<file path="src/rtl/dm_access_ctrl_pkg.sv">
// Shared types and constants for the EX/DM data-memory access controller.
package dm_access_ctrl_pkg;

  typedef enum logic [1:0] {
    IDLE = 2'b00,
    REQ  = 2'b01,
    WAIT = 2'b10,
    DONE = 2'b11
  } dm_state_e;

  localparam logic [15:0]  DM_ERR_DATA         = 16'hFFFF;
  localparam int unsigned  DM_TIMEOUT_CYC_DEF  = 255;

endpackage

</file>
<file path="src/rtl/dm_access_ctrl_wdog.sv">
// Clearable timeout counter: counts enabled cycles and flags the LIMIT-th one.
module dm_wdog
  import dm_access_ctrl_pkg::*;
#(
  parameter int unsigned LIMIT = DM_TIMEOUT_CYC_DEF
) (
  input  logic clk,
  input  logic rst,
  input  logic clr,
  input  logic en,
  output logic tc_c
);

  localparam int unsigned CNT_W = (LIMIT > 1) ? $clog2(LIMIT) : 1;

  logic [CNT_W-1:0] cnt;

  assign tc_c = en & (cnt == CNT_W'(LIMIT - 1));

  // Saturates at the terminal value until the next clear.
  always_ff @(posedge clk or posedge rst) begin
    if (rst) begin
      cnt <= '0;
    end else if (clr) begin
      cnt <= '0;
    end else if (en && !tc_c) begin
      cnt <= cnt + CNT_W'(1);
    end
  end

endmodule

</file>
<file path="src/rtl/dm_access_ctrl.sv">
// EX/DM data-memory access controller: req/gnt/rvalid handshake with pipeline stall.
// Optional access watchdog enabled by defining DM_TIMEOUT_EN.
module dm_access_ctrl
  import dm_access_ctrl_pkg::*;
#(
  parameter int unsigned DATA_W      = 16,
  parameter int unsigned ADDR_W      = 16,
  parameter int unsigned TIMEOUT_CYC = DM_TIMEOUT_CYC_DEF
) (
  input  logic              clk,
  input  logic              rst,
  input  logic              dm_re_EX_DM,
  input  logic              dm_we_EX_DM,
  input  logic [ADDR_W-1:0] addr_EX_DM,
  input  logic [DATA_W-1:0] wdata_EX_DM,
  output logic              stall_DM,
  output logic [DATA_W-1:0] dm_rd_data_EX_DM,
  output logic              dm_err,
  output logic              mem_req,
  output logic              mem_we,
  output logic [ADDR_W-1:0] mem_addr,
  output logic [DATA_W-1:0] mem_wdata,
  input  logic              mem_gnt,
  input  logic              mem_rvalid,
  input  logic [DATA_W-1:0] mem_rdata
);

  dm_state_e state;
  logic      access;
  logic      tmo_c;

  assign access   = dm_re_EX_DM | dm_we_EX_DM;
  assign stall_DM = access & (state != DONE);

`ifdef DM_TIMEOUT_EN
  logic wdog_clr;
  logic wdog_en;

  assign wdog_clr = (state == IDLE) & access;
  assign wdog_en  = (state == REQ) | (state == WAIT);

  dm_wdog #(
    .LIMIT (TIMEOUT_CYC)
  ) u_wdog (
    .clk  (clk),
    .rst  (rst),
    .clr  (wdog_clr),
    .en   (wdog_en),
    .tc_c (tmo_c)
  );
`else
  assign tmo_c = 1'b0;
`endif

  // Transaction FSM; a real response always wins over a same-cycle timeout.
  always_ff @(posedge clk or posedge rst) begin
    if (rst) begin
      state            <= IDLE;
      mem_req          <= 1'b0;
      mem_we           <= 1'b0;
      mem_addr         <= '0;
      mem_wdata        <= '0;
      dm_rd_data_EX_DM <= '0;
      dm_err           <= 1'b0;
    end else begin
      dm_err <= 1'b0;
      case (state)
        IDLE: begin
          if (access) begin
            mem_addr  <= addr_EX_DM;
            mem_wdata <= wdata_EX_DM;
            mem_we    <= ~dm_re_EX_DM;
            mem_req   <= 1'b1;
            state     <= REQ;
          end
        end
        REQ: begin
          if (mem_gnt) begin
            mem_req <= 1'b0;
            if (mem_we) begin
              state <= DONE;
            end else if (mem_rvalid) begin
              dm_rd_data_EX_DM <= mem_rdata;
              state            <= DONE;
            end else begin
              state <= WAIT;
            end
          end else if (tmo_c) begin
            mem_req <= 1'b0;
            dm_err  <= 1'b1;
            if (!mem_we) dm_rd_data_EX_DM <= DATA_W'(DM_ERR_DATA);
            state   <= DONE;
          end
        end
        WAIT: begin
          if (mem_rvalid) begin
            dm_rd_data_EX_DM <= mem_rdata;
            state            <= DONE;
          end else if (tmo_c) begin
            dm_err           <= 1'b1;
            dm_rd_data_EX_DM <= DATA_W'(DM_ERR_DATA);
            state            <= DONE;
          end
        end
        DONE:    state <= IDLE;
        default: state <= IDLE;
      endcase
    end
  end

endmodule

</file>
<file path="config.mk">
export PLATFORM = sky130hd
export DESIGN_NAME = dm_access_ctrl
export DESIGN_NICKNAME = d
export VERILOG_FILES = /design/src/rtl/dm_access_ctrl_pkg.sv /design/src/rtl/dm_access_ctrl_wdog.sv /design/src/rtl/dm_access_ctrl.sv
export SDC_FILE = /design/constraint.sdc
export NUM_CORES = 1
export LEC_CHECK = 0
export ABC_AREA = 0
export BUFFER_PORTS_ARGS = -buffer_cell sky130_fd_sc_hd__buf_2
export CAP_MARGIN = 25
export CORE_AREA = 2 2 76 78
export CTS_CLUSTER_DIAMETER = 60
export DETAILED_ROUTE_END_ITERATION = 12
export DIE_AREA = 0 0 78 80
export GPL_ROUTABILITY_DRIVEN = 1
export PLACE_DENSITY = 0.72
export SLEW_MARGIN = 5
export SYNTH_ARGS = -nofsm -noshare
export SYNTH_HDL_FRONTEND = slang
export SYNTH_SLANG_ARGS = --single-unit
</file>
<file path="constraint.sdc">
create_clock -name clk -period 1.8 [get_ports clk]
set_input_delay 0.27 -clock clk [delete_from_list [all_inputs] [get_ports clk]]
set_output_delay 0.27 -clock clk [all_outputs]
set_load 0.02 [all_outputs]
</file>
# == Word-level counts from Yosys, hierarchy flattened ==
# Index checks and enable logic that the tools add are counted.
# totals
romBits,0
input_bits,54
regBits,52
word_cells,37
memories,0
latchBits,0
out_inout_bits,52
ram_bits,0
# op_classes
n_bitwise,3
muxes,13
multipliers,0
order_cmp,0
add_sub_neg,0
n_eq_ne,8
n_div,0
n_reduce_logical,7
n_shift,0
# op_table
operator,n
16-bit two-way mux,3
16-bit case mux with 2 select lines,1
"2-bit != test, second input constant",5
3-bit AND reduction,3
2-bit case mux with 4 select lines,1
2-bit two-way mux,3
"2-bit equality test, second input constant",2
1-bit two-way mux,4
2-bit nonzero test,2
"2-bit by 1-bit equality test with 1-bit output, second input constant",1
2-bit logical NOT,1
1-bit case mux with 2 select lines,1
2-bit AND reduction,1
1-bit bitwise AND,1
1-bit NOT,1
1-bit bitwise OR,1

# == Logic depth before layout (Yosys ltp) ==
# depth
word_depth,4
depth_mapped,6
ltp_nobuf,5

# == Worst setup path after synthesis ==
# No wires, ideal clock.
# synth_path
path_type,register to register
from,register state[1]
to,register dm_rd_data_EX_DM[0]
setup_ns,0.125
n_path_buf,1
stages_incl_launch_ff,7
slack_ns,0.098
arrival_time_ns,1.577
required_time_ns,1.675
period_less_slack_ns,1.702
cell_sequence,dfrtp_1 > inv_1 > ha_1 > and2b_4 > o21ai_4 > buf_12 > mux2_4
# synth_via
elab_chain_len,3
elab_cells_between_ends,7
classes_between,eq/ne: 4; mux: 1; reduce/logical: 2
# synth_rtl
element,line_no,text
start: declaration,dm_access_ctrl.sv:28,dm_state_e state;
start signal: assignment,dm_access_ctrl.sv:58,state <= IDLE;
start signal: assignment,dm_access_ctrl.sv:74,state <= REQ;
start signal: assignment,dm_access_ctrl.sv:81,state <= DONE;
2-bit by 1-bit equality test with 1-bit output / 2-bit equality test (equally long branches),dm_access_ctrl.sv:67,case (state)
2-bit != test (no source line) / 2-bit nonzero test (equally long branches),n/a,
3-bit AND reduction (no source line),n/a,
end signal: assignment,dm_access_ctrl.sv:83,dm_rd_data_EX_DM <= mem_rdata;
end signal: assignment,dm_access_ctrl.sv:91,if (!mem_we) dm_rd_data_EX_DM <= DATA_W'(DM_ERR_DATA);
end signal: assignment,dm_access_ctrl.sv:97,dm_rd_data_EX_DM <= mem_rdata;
end: declaration,dm_access_ctrl.sv:17,"output logic [DATA_W-1:0] dm_rd_data_EX_DM,"
# Parallel ways exist; a longest one is shown, timed or not.
# A chain may end at the register's enable or synchronous reset.

# == Worst setup path in the final report ==
# layout_path
from,register state[1]
to,register dm_rd_data_EX_DM[10]
# The elaborated chain is that of the path after synthesis.

==> impl_metrics.py <==
metrics = {
    "setup_path": {
        "rr_endpoint": "dm_rd_data_EX_DM[10]$_DFFE_PP0P_",
        "crit_type": "flop to flop",
        "rrSetupSlack_ps": 130,
        "reg2reg_from": "state[1]$_DFFE_PP0P_",
        "crit_arrival_ps": 1860,
        "critPathMaxFanout": 16,
        "worstSetupEndpointType": "flop",
        "ff2ff_path_depth": 6,
        "cp.required_ps": 1990,
        "crit_path_start": "state[1]$_DFFE_PP0P_",
        "cp-endpoint": "dm_rd_data_EX_DM[10]$_DFFE_PP0P_",
        "startpoint_type": "flop",
    },
    "power": {
        "p_leak_nw": 1.50,
        "ir_drop_v": 0.000808,
        "power.total_mw": 5.61,
        "power_density_nw_per_um2": 1920,
    },
    "sta": {
        "holdWs_ps": 199,
        "hold_viol": 0,
        "rsz0062_at_grt": "false",
        "fmax_mhz": 599,
        "clock_skew_ps": 5.38,
        "setup_viol": 0,
        "layout_min_cycle_time_ps": 1670,
        "setup_tns_ps": 0,
        "maxSlewViolCount": 0,
        "period_share_pct": 92.7,
    },
    "finish": {
        "drive_gt1_share_pct": 69.0,
        "most-common-layout-cells": "104 x buf_2, 51 x dfrtp_1, 39 x mux2_2",
        "n_antenna_cell": 0,
        "fin_nets": 311,
        "final_common_cell": "buf_2",
        "syn_to_final_growth_pct": 34.8,
        "design_area_um2": 2920,
    },
    "clocking": {
        "root_buffer": "clkbuf_8",
        "cts_tree": "done",
        "post_cts_buffers": 0,
        "cts_sinks": 52,
        "clk_latency_ps": 290,
        "htree_num_levels": 2,
        "clkTransAtPathRegs_ps": 90,
        "clk_path_buf_depth": 2,
        "cts_made_buffers": 5,
    },
    "route": {
        "via_per_inst": 4.62,
        "routed-via-count": 1498,
        "wire_per_inst_um": 13.2,
        "antenna_left": 0,
        "drt-pass1-iter-count": 4,
        "drtIter0Drc": 16,
        "drcViolationCount": 0,
        "drt-total-wl_um": 4280,
    },
    "grt": {
        "grt_pass1_vias": 1643,
        "grt_pass1_wl_um": 7370,
        "grt-ovfl-total": 0,
        "grt_max_degree": 22,
        "antenna_found_initial": 0,
        "globalRouteTotalUtil_pct": 15.0,
    },
    "floorplan": {
        "die_w_um": 78,
        "core_um2": 5410,
        "start_util_pct": 40.1,
        "die_area_um2": 6240,
        "die_y_um": 80,
        "std_cell_rows": 27,
        "ios": 106,
    },
    "synth": {
        "ys_seq_area_share_pct": 60.0,
        "synth-warning-count": 0,
        "synth.avg_cell_area_um2": 15.8,
        "syn-cell-area_um2": 2170,
        "synthesis.nets": 197,
        "yosys_register_bits": 52,
        "ys_types": 22,
        "syn-instance-count": 137,
    },
    "placed_design": {
        "place_area_um2": 2820,
        "portBuffers": 104,
        "dp_hpwl_um": 3220,
        "gp_congestion": 0.779,
    },
    "min_path": {
        "worstHoldPathType": "primary input to flop",
    },
    "job": {
        "drv_cap": 0,
    },
    "status": {
        "status": "finished, final reports clean",
    },
}
worst max-delay path, stage by stage (launching register included):
cell and delay [ps]:
dfrtp_1 390, inv_1 120, ha_1 190, and2b_4 200, o21ai_4 160, buf_12 180
mux2_2 340
flip-flops by register name, indices dropped and copies added, names as in the netlist:
register	cells
state	2
mem_addr	16
mem_req	1
mem_we	1
dm_rd_data_EX_DM	16
mem_wdata	16
area by class of cell:
cell class                 count  area [um2]
fill                         489        2480
sequential                    52        1300
multi-input combinational     77         820
timing repair buffer         112         608
tap                           72        90.1
clock buffer                   6        82.6
inverter                       3        11.3
clock inverter                 2        10.0
synth_stat cells, drive strengths merged:
library cell,count,area [um2]
conb,1,3.75
ha,6,75.1
nor2,3,11.3
nand2,4,15.0
dfrtp,52,1300
and3b,1,8.76
o311ai,1,8.76
a211oi,1,7.51
o21a,1,7.51
and2b,1,10.0
a2bb2oi,1,8.76
nor2b,2,12.5
inv,3,11.3
buf,5,50.1
nor3,1,5.00
o21ai,4,35.0
mux2,49,589
a2111oi,1,8.76
cell families (layout without fill, tap and decap cells):
logic type	after synthesis	after routing	synth area share [%]
AO/OA/AOI/OAI	9	9	3.52
AND/OR/NAND/NOR	12	12	2.88
flip-flops	52	52	60.0
other	1	1	0.173
buffers and inverters	8	123	2.83
multiplexers	49	49	27.2
adder cells (fa/ha/maj)	6	6	3.46
per-layer routing:
metal  up-vias  track usage [%]  share of wire (%)
li1        697                -                  -
met3         4             4.52                9.2
met5         -                0                  0
met4         0             4.39               0.84
met2        83             24.9                 45
met1       714             18.9                 45
power breakdown:
group | switching (mW) | internal, mW
Combinational | 1.51 | 1.37
Clock | 0.349 | 0.307
Sequential | 0.300 | 1.78
Total | 2.16 | 3.45
what timing repair did:
item	in CTS	in global routing
endpoints found under the setup margin	0	6
hold buffers	1	0
endpoints found under the hold margin	19	0
resized for setup	0	2
how the worst min path moves through the flow:
stage / start / to / slack (ps) / cells past startpoint
2_1_floorplan: dm_re_EX_DM / mem_we$_DFFE_PP0P_ / 380 / 1
3_3_place_gp: rst / mem_addr[11]$_DFFE_PP0P_ / 300 / 2
3_5_place_dp: rst / mem_addr[11]$_DFFE_PP0P_ / 310 / 2
4_1_cts: wdata_EX_DM[5] / mem_wdata[5]$_DFFE_PP0P_ / 180 / 2
5_1_grt: mem_rdata[5] / dm_rd_data_EX_DM[5]$_DFFE_PP0P_ / 180 / 2
6_report: wdata_EX_DM[5] / mem_wdata[5]$_DFFE_PP0P_ / 200 / 2
through the flow:
stage | utilization (%) | setup WS (ps) | std cells
after floorplan | - | 98.0 | 137
after global placement | 52.1 | 137 | 315
after CTS | 54.0 | 30.9 | 324
after global routing | 54.1 | 24.4 | 324
final | 54.1 | 131 | 324
after detailed placement | 52.1 | 70.3 | 315
Note: power is estimated with default switching activity, not from simulation.
